<file path="src/rtl/ras_stack_p.sv">
// ============================================================================
//  Module      : ras_stack_p
//  Description : Parametrised circular return-address stack with full/empty
//                tracking, overflow wrap, underflow protection, push+pop
//                replace and a single-level checkpoint/restore of the top.
//                Optional macro RAS_ERRCNT_EN adds saturating 16-bit
//                overflow/underflow event counters.
//  Revision    : 1.0 - initial release
// ============================================================================
`default_nettype none

module ras_stack_p #(
    parameter int AW         = 14,
    parameter int DEPTH_LOG2 = 4
) (
    input  logic                  clk,
    input  logic                  rst,
    input  logic                  stall,
    input  logic                  push,
    input  logic                  pop,
    input  logic [AW-1:0]         npc,
    input  logic                  ckpt_take,
    input  logic                  ckpt_restore,
    output logic [AW-1:0]         ra,
    output logic                  ra_valid,
    output logic [DEPTH_LOG2:0]   count,
    output logic                  full,
    output logic                  empty,
    output logic                  overflow,
    output logic                  underflow,
    output logic [15:0]           ovf_cnt,
    output logic [15:0]           udf_cnt
);

    localparam int                  DEPTH       = 1 << DEPTH_LOG2;
    localparam logic [DEPTH_LOG2:0] c_DEPTH_CNT = DEPTH_LOG2'(0) + (DEPTH_LOG2+1)'(DEPTH);

    // Live stack state
    logic [AW-1:0]         stack_q [DEPTH];
    logic [DEPTH_LOG2-1:0] sp_q, sp_d;
    logic [DEPTH_LOG2:0]   count_q, count_d;
    logic                  overflow_q, overflow_d;
    logic                  underflow_q, underflow_d;

    // Checkpoint state (top entry only)
    logic [DEPTH_LOG2-1:0] ck_sp_q, ck_sp_d;
    logic [DEPTH_LOG2:0]   ck_count_q, ck_count_d;
    logic [AW-1:0]         ck_top_q, ck_top_d;

    // Single storage write port
    logic                  wr_en_d;
    logic [DEPTH_LOG2-1:0] wr_addr_d;
    logic [AW-1:0]         wr_data_d;

    logic                  w_empty;
    logic                  w_full;

    assign w_empty = (count_q == '0);
    assign w_full  = (count_q == c_DEPTH_CNT);

    // Next-state decode: restore beats stall, stall beats push/pop/take
    always_comb begin
        sp_d        = sp_q;
        count_d     = count_q;
        overflow_d  = 1'b0;
        underflow_d = 1'b0;
        ck_sp_d     = ck_sp_q;
        ck_count_d  = ck_count_q;
        ck_top_d    = ck_top_q;
        wr_en_d     = 1'b0;
        wr_addr_d   = sp_q;
        wr_data_d   = npc;

        if (ckpt_restore) begin
            sp_d      = ck_sp_q;
            count_d   = ck_count_q;
            wr_en_d   = 1'b1;
            wr_addr_d = ck_sp_q;
            wr_data_d = ck_top_q;
        end else if (!stall) begin
            // Snapshot uses pre-edge state, so same-cycle push/pop are excluded
            if (ckpt_take) begin
                ck_sp_d    = sp_q;
                ck_count_d = count_q;
                ck_top_d   = stack_q[sp_q];
            end

            if (push && pop && !w_empty) begin
                // Tail call: replace the top in place
                wr_en_d   = 1'b1;
                wr_addr_d = sp_q;
                wr_data_d = npc;
            end else if (push) begin
                // Pointer wraps naturally; when full the oldest entry is overwritten
                sp_d      = sp_q + 1'b1;
                wr_en_d   = 1'b1;
                wr_addr_d = sp_q + 1'b1;
                wr_data_d = npc;
                if (w_full) begin
                    overflow_d = 1'b1;
                end else begin
                    count_d = count_q + 1'b1;
                end
            end else if (pop) begin
                if (w_empty) begin
                    underflow_d = 1'b1;
                end else begin
                    sp_d    = sp_q - 1'b1;
                    count_d = count_q - 1'b1;
                end
            end
        end
    end

    // Control and checkpoint registers with asynchronous reset
    always_ff @(posedge clk or posedge rst) begin
        if (rst) begin
            sp_q        <= '1;
            count_q     <= '0;
            overflow_q  <= 1'b0;
            underflow_q <= 1'b0;
            ck_sp_q     <= '1;
            ck_count_q  <= '0;
            ck_top_q    <= '0;
        end else begin
            sp_q        <= sp_d;
            count_q     <= count_d;
            overflow_q  <= overflow_d;
            underflow_q <= underflow_d;
            ck_sp_q     <= ck_sp_d;
            ck_count_q  <= ck_count_d;
            ck_top_q    <= ck_top_d;
        end
    end

    // Entry storage, deliberately not reset
    always_ff @(posedge clk) begin
        if (wr_en_d) begin
            stack_q[wr_addr_d] <= wr_data_d;
        end
    end

    assign ra        = w_empty ? '0 : stack_q[sp_q];
    assign ra_valid  = ~w_empty;
    assign count     = count_q;
    assign full      = w_full;
    assign empty     = w_empty;
    assign overflow  = overflow_q;
    assign underflow = underflow_q;

`ifdef RAS_ERRCNT_EN
    logic [15:0] ovf_cnt_q;
    logic [15:0] udf_cnt_q;

    // Saturating event counters, cleared only by reset
    always_ff @(posedge clk or posedge rst) begin
        if (rst) begin
            ovf_cnt_q <= '0;
            udf_cnt_q <= '0;
        end else begin
            if (overflow_d && (ovf_cnt_q != 16'hFFFF)) begin
                ovf_cnt_q <= ovf_cnt_q + 16'd1;
            end
            if (underflow_d && (udf_cnt_q != 16'hFFFF)) begin
                udf_cnt_q <= udf_cnt_q + 16'd1;
            end
        end
    end

    assign ovf_cnt = ovf_cnt_q;
    assign udf_cnt = udf_cnt_q;
`else
    assign ovf_cnt = 16'd0;
    assign udf_cnt = 16'd0;
`endif

endmodule

`default_nettype wire

</file>
<file path="config.mk">
export PLATFORM = sky130hd
export DESIGN_NAME = ras_stack_p
export DESIGN_NICKNAME = d
export VERILOG_FILES = /design/src/rtl/ras_stack_p.sv
export SDC_FILE = /design/constraint.sdc
export NUM_CORES = 1
export LEC_CHECK = 0
export CAP_MARGIN = 20
export CORE_ASPECT_RATIO = 1.75
export CORE_MARGIN = 5
export CORE_UTILIZATION = 35
export DETAILED_ROUTE_END_ITERATION = 12
export GPL_TIMING_DRIVEN = 0
export REMOVE_ABC_BUFFERS = 1
export SLEW_MARGIN = 10
export SYNTH_ARGS = -nofsm -noshare
export SYNTH_HDL_FRONTEND = slang
export SYNTH_SLANG_ARGS = --single-unit
</file>
<file path="constraint.sdc">
create_clock -name clk -period 7.6 [get_ports clk]
set_clock_uncertainty 0.2 [all_clocks]
set_input_delay 1.52 -clock clk [delete_from_list [all_inputs] [get_ports clk]]
set_output_delay 1.52 -clock clk [all_outputs]
set_load 0.01 [all_outputs]
</file>
# ---- After elaboration in Yosys (flattened, before gate mapping)
# Memories as Yosys holds them, arrays and structs flattened.
# Cells that the tools add are included.
# W data, S select, Z words.
dict set report word_totals {
  register_bits 34
  latch_bits 0
  ram_bits 224
  romBits 0
  inputBits 21
  elab_cells 64
  mem_count 1
}
dict set report classes {
  add_sub_neg 4
  mul 0
  div_mod_pow 0
  magnitude_cmp 0
  eq_ne 5
  shifts 0
  n_mux 36
  n_bitwise 3
  n_reduce_logical 8
}
# memory words width read_ports rd_clocked_by_memory_dff write_ports line
set memory_table {}
lappend memory_table {stack_q 16 14 1 0 1 39} ;# logic [AW-1:0] stack_q [DEPTH];
# cell n
set op_table {}
lappend op_table {{$mux W4} 10}
lappend op_table {{$mux W5} 7}
lappend op_table {{$mux W14} 2}
lappend op_table {{$mux W1} 17}
lappend op_table {{$ne A3 B3 Y1 const B} 2}
lappend op_table {{$add A5 B1 Y5 const B} 1}
lappend op_table {{$eq A5 B5 Y1 const B} 1}
lappend op_table {{$logic_not A5 Y1} 1}
lappend op_table {{$reduce_and A5 Y1} 1}
lappend op_table {{$sub A5 B1 Y5 const B} 1}
lappend op_table {{$add A4 B1 Y4 const B} 1}
lappend op_table {{$reduce_and A4 Y1} 1}
lappend op_table {{$sub A4 B1 Y4 const B} 1}
lappend op_table {{$not A1 Y1} 3}
lappend op_table {{$reduce_and A3 Y1} 1}
lappend op_table {{$reduce_bool A3 Y1} 1}
lappend op_table {{$logic_and A1 B1 Y1} 2}
lappend op_table {{$ne A2 B1 Y1 const B} 1}
lappend op_table {{$ne A2 B2 Y1 const B} 1}
lappend op_table {{$logic_not A1 Y1} 1}

# ---- Longest topological paths before layout
dict set report logic_depth {
  depth_word 8
  ltp_mapped 8
}

# ---- Worst setup path after synthesis
# No wires, ideal clock.
dict set report synth_path {
  kind {input -> register}
  start {input port stall}
  end {memory stack_q[7][0], enable pin}
  setup_ns 0.384
  arrival_ns 3.513
  slack_ns 3.502
  path_stages 6
  cell_sequence {clkbuf_8 > nor3b_1 > a211oi_1 > a211oi_1 > or3b_4 > nor2_1}
}
dict set report synth_via {
  elab_chain_cells 4
}
# item line
set synth_lines {}
lappend synth_lines {{start: declaration} 18} ;# input logic stall,
lappend synth_lines {{$mux W1} 80} ;# end else if (!stall) begin
lappend synth_lines {{$mux W1} 74} ;# if (ckpt_restore) begin
lappend synth_lines {{$mux W1} 138} ;# if (wr_en_d) begin
lappend synth_lines {{$mux W1 (implied by the code)} 139} ;# stack_q[wr_addr_d] <= wr_data_d;
lappend synth_lines {{end: declaration} 39}
# Parallel ways exist; a longest one is shown, timed or not.

# ---- Worst setup path in the final report
dict set report layout_path {
  start {register sp_q[0]}
  end {output port ra[3]}
}
dict set report layout_via {
  elab_chain_cells 2
}
# item line
set layout_lines {}
lappend layout_lines {{start: declaration} 40} ;# logic [DEPTH_LOG2-1:0] sp_q, sp_d;
lappend layout_lines {{start signal: assignment} 126} ;# sp_q <= sp_d;
lappend layout_lines {{$mem_v2 Z16 W14} n/a}
lappend layout_lines {{$mux W14} 143} ;# assign ra = w_empty ? '0 : stack_q[sp_q];
lappend layout_lines {{end: declaration} 24} ;# output logic [AW-1:0] ra,
# Every way passes these cells.

==> flow_metrics.env <==
export IMPL_cp_slowest_cell="dfstp_4"
export IMPL_synth_edff_count=224
export IMPL_die_h_um=244.0
export IMPL_fmax_mhz=189.1
export IMPL_grt_use_met2_pct=26.47
export IMPL_setup_worst_path_end_class="primary output"
export IMPL_final_common_cell="edfxtp_1"
export IMPL_powerDensity_nw_per_um2=367.3
export IMPL_dpl_worst_slack_ps=2321
export IMPL_reg2reg_slack_ps=3560
export IMPL_numCtsBuffers=23
export IMPL_grt_total_usage_pct=14.29
export IMPL_synthCells=629
export IMPL_cts_resized=0
export IMPL_portBuffers=44
export IMPL_crit_required_ps=5880
export IMPL_ys_warn_count=0
export IMPL_seqPwrFrac_pct=43.6
export IMPL_fin_crit_sh_pct=69.59
export IMPL_vias=5651
export IMPL_dr_pass1_iters=4
export IMPL_min_from="ck_count_q[2]"
export IMPL_htree_levels=1
export IMPL_ys_ff_latch=258
export IMPL_hold_class="flop to flop"
export IMPL_rsz0062_at_grt="false"
export IMPL_row_count=85
export IMPL_root_buffer="clkbuf_16"
export IMPL_ys_types=57
export IMPL_nets=711
export IMPL_drtIter0Drc=470
export IMPL_post_cts_buffers=0
export IMPL_period_minus_slack_ps=5289
export IMPL_swShare_pct=29.82
export IMPL_whs_path_depth=2
export IMPL_grt_pass1_vias=6154
export IMPL_routedWlPerCell_um=22.51
export IMPL_tightest_slew_ps=961.2
export IMPL_path_class="flop to primary output"
export IMPL_grt_pass1_wl_um=37480
export IMPL_clock_sinks=258
export IMPL_power_total_w=0.004741
export IMPL_leakagePower_nw=4.323
export IMPL_r2r_start="sp_q[0]"
export IMPL_clock_latency_ps=530
export IMPL_drv_slew=0
export IMPL_startpoint_type="flop"
export IMPL_setup_slack_ps=2311
export IMPL_clkTransAtPathRegs_ps=70
export IMPL_die_w_um=143.7
export IMPL_post_place_cells=1049
export IMPL_final_cell_mix="edfxtp_1, mux4_2, clkdlybuf4s50_1"
export IMPL_core_um2=30840
export IMPL_drc=0
export IMPL_switchingPower_w=0.001414
export IMPL_async_flop_share_pct=13.18
export IMPL_yosysSeqAreaShare_pct=69.27
export IMPL_busiest_layer="met2"
export IMPL_final_antenna_net_count=0
export IMPL_dominantRegCellSynth="edfxtp_1"
export IMPL_peakVddDrop_mv=0.2064
export IMPL_reg2regPathDepth=8
export IMPL_grt_remaining_overflow=0
export IMPL_io_pins=77
export IMPL_crit_fanout=39
export IMPL_r2r_end="stack_q[6][8]"
export IMPL_drv_cap=0
export IMPL_arrival_ps=3570
export IMPL_grt_max_degree=65
export IMPL_clk_path_buf_depth=3
export IMPL_initial_core_util_pct=35.51
export IMPL_fillers=2676
export IMPL_clkPwrFrac_pct=27.2
export IMPL_via_per_inst=5.175
export IMPL_ctsHoldBuffers=0
export IMPL_syn_avg_cell_area_um2=17.41
export IMPL_layout_drive_gt1_share_pct=26.82
export IMPL_wl_um=24580
export IMPL_area_delta_synth_final_pct=17.84
export IMPL_place_gp_congestion=0.7390
export IMPL_status="finished clean"
export IMPL_grt_use_met1_pct=16.83
export IMPL_grtUsageMet3_pct=1.446
export IMPL_dp_hpwl_um=15680
export IMPL_internal_power_w=0.003327
export IMPL_n_antenna_cell=0
export IMPL_worst_hold_slack_ps=267.2
export IMPL_cts_tree="built"
export IMPL_cp_slowest_stage_delay_ps=940
export IMPL_hold_viol_final=0
export IMPL_final_cell_count_no_fill=1092
export IMPL_netlist_area_um2=10950
export IMPL_die_area_um2=35070
export IMPL_hold_path_end="count[2]"
export IMPL_finalSetupViolCount=0
export IMPL_max_slew_margin_rel_pct=35.85
export IMPL_finalSetupTns_ps=0
export IMPL_antenna_found_initial=0
export IMPL_crit_chain="buf_16, mux4_2, mux2_2, o21ai_0, nor2_1, clkdlybuf4s50_1"
export IMPL_comb_power_share_pct=29.2
## how the worst max path moves through the flow
stage	cells after the start	startpoint	to	slack, ps
after detailed placement	7	push	stack_q[5][9]	2320
after CTS	6	sp_q[0]	ra[3]	2230
after global routing	6	sp_q[0]	ra[13]	2050
after floorplan	4	sp_q[0]	ra[10]	3110
final	6	sp_q[0]	ra[3]	2310
after global placement	6	ckpt_restore	stack_q[4][13]	560
## power groups by stage
stage                     Clock, W  Combinational, W  Sequential [W]
after floorplan                  0          0.000811         0.00206
after global placement           0           0.00123         0.00215
after detailed placement         0           0.00138         0.00212
after CTS                  0.00132           0.00139         0.00209
after global routing       0.00137           0.00151         0.00210
final                      0.00129           0.00138         0.00207
## per-stage QoR
stage          area, µm²  util, %
6_report           12910    41.85
5_1_grt            12910    41.85
4_1_cts            12890    41.79
3_5_place_dp       12050    39.07
3_3_place_gp       11580    37.55
2_1_floorplan      10650        -
## final cells by class
cell class,instances,area (µm²),area share (%)
timing repair buffer,65,878.3,6.805
multi-input combinational,326,3069,23.78
sequential,258,7595,58.84
inverter,10,37.54,0.2908
tap,391,489.2,3.790
clock buffer,25,593.1,4.595
clock inverter,17,245.2,1.900
## routing by layer
layer,routed length [µm],share of wire [%]
met1,9003,37
met2,13600,55
met3,1151,4.7
met4,825,3.4
met5,0,0
## flip-flops by register name, indices dropped and copies added, names as in the netlist
register    cells
stack_q       224
ck_top_q       14
ck_count_q      5
count           5
ck_sp_q         4
sp_q            4
overflow        1
underflow       1
## logic make-up after synthesis
family | share of synthesized area, %
flops | 69.27
mux | 16.93
simple gates | 4.524
buf+inv | 4.158
compound gates | 3.690
xor+xnor | 0.6397
fa+ha+maj | 0.7539
other cells | 0.03424
## cells in the mapped netlist (3+ instances only)
library cell  count  area [µm²]
edfxtp_1        224        6726
mux4_2           56        1261
nand2_1          40       150.1
nor2_1           39       146.4
o21ai_0          39       195.2
mux2_2           34       382.9
buf_4            32       240.2
dfrtp_1          26       650.6
mux2i_1          21       210.2
clkbuf_1         17       63.81
inv_1             9       33.78
dfstp_2           8       210.2
xnor2_1           7       61.31
buf_1             6       22.52
buf_2             6       30.03
a21oi_1           5       25.02
ha_1              5       62.56
buf_6             3       33.78
nor4_1            3       18.77
o21bai_1          3       22.52
## worst max-delay path: cells and delay by family (launching register included)
family / cells / cell delay (ps)
DFF: 1 / 940
AOI/OAI and AO/OA: 1 / 270
muxes: 2 / 850
buffers and inverters: 2 / 840
and+or+nand+nor: 1 / 80
Note: power is estimated with default switching activity, not from simulation.
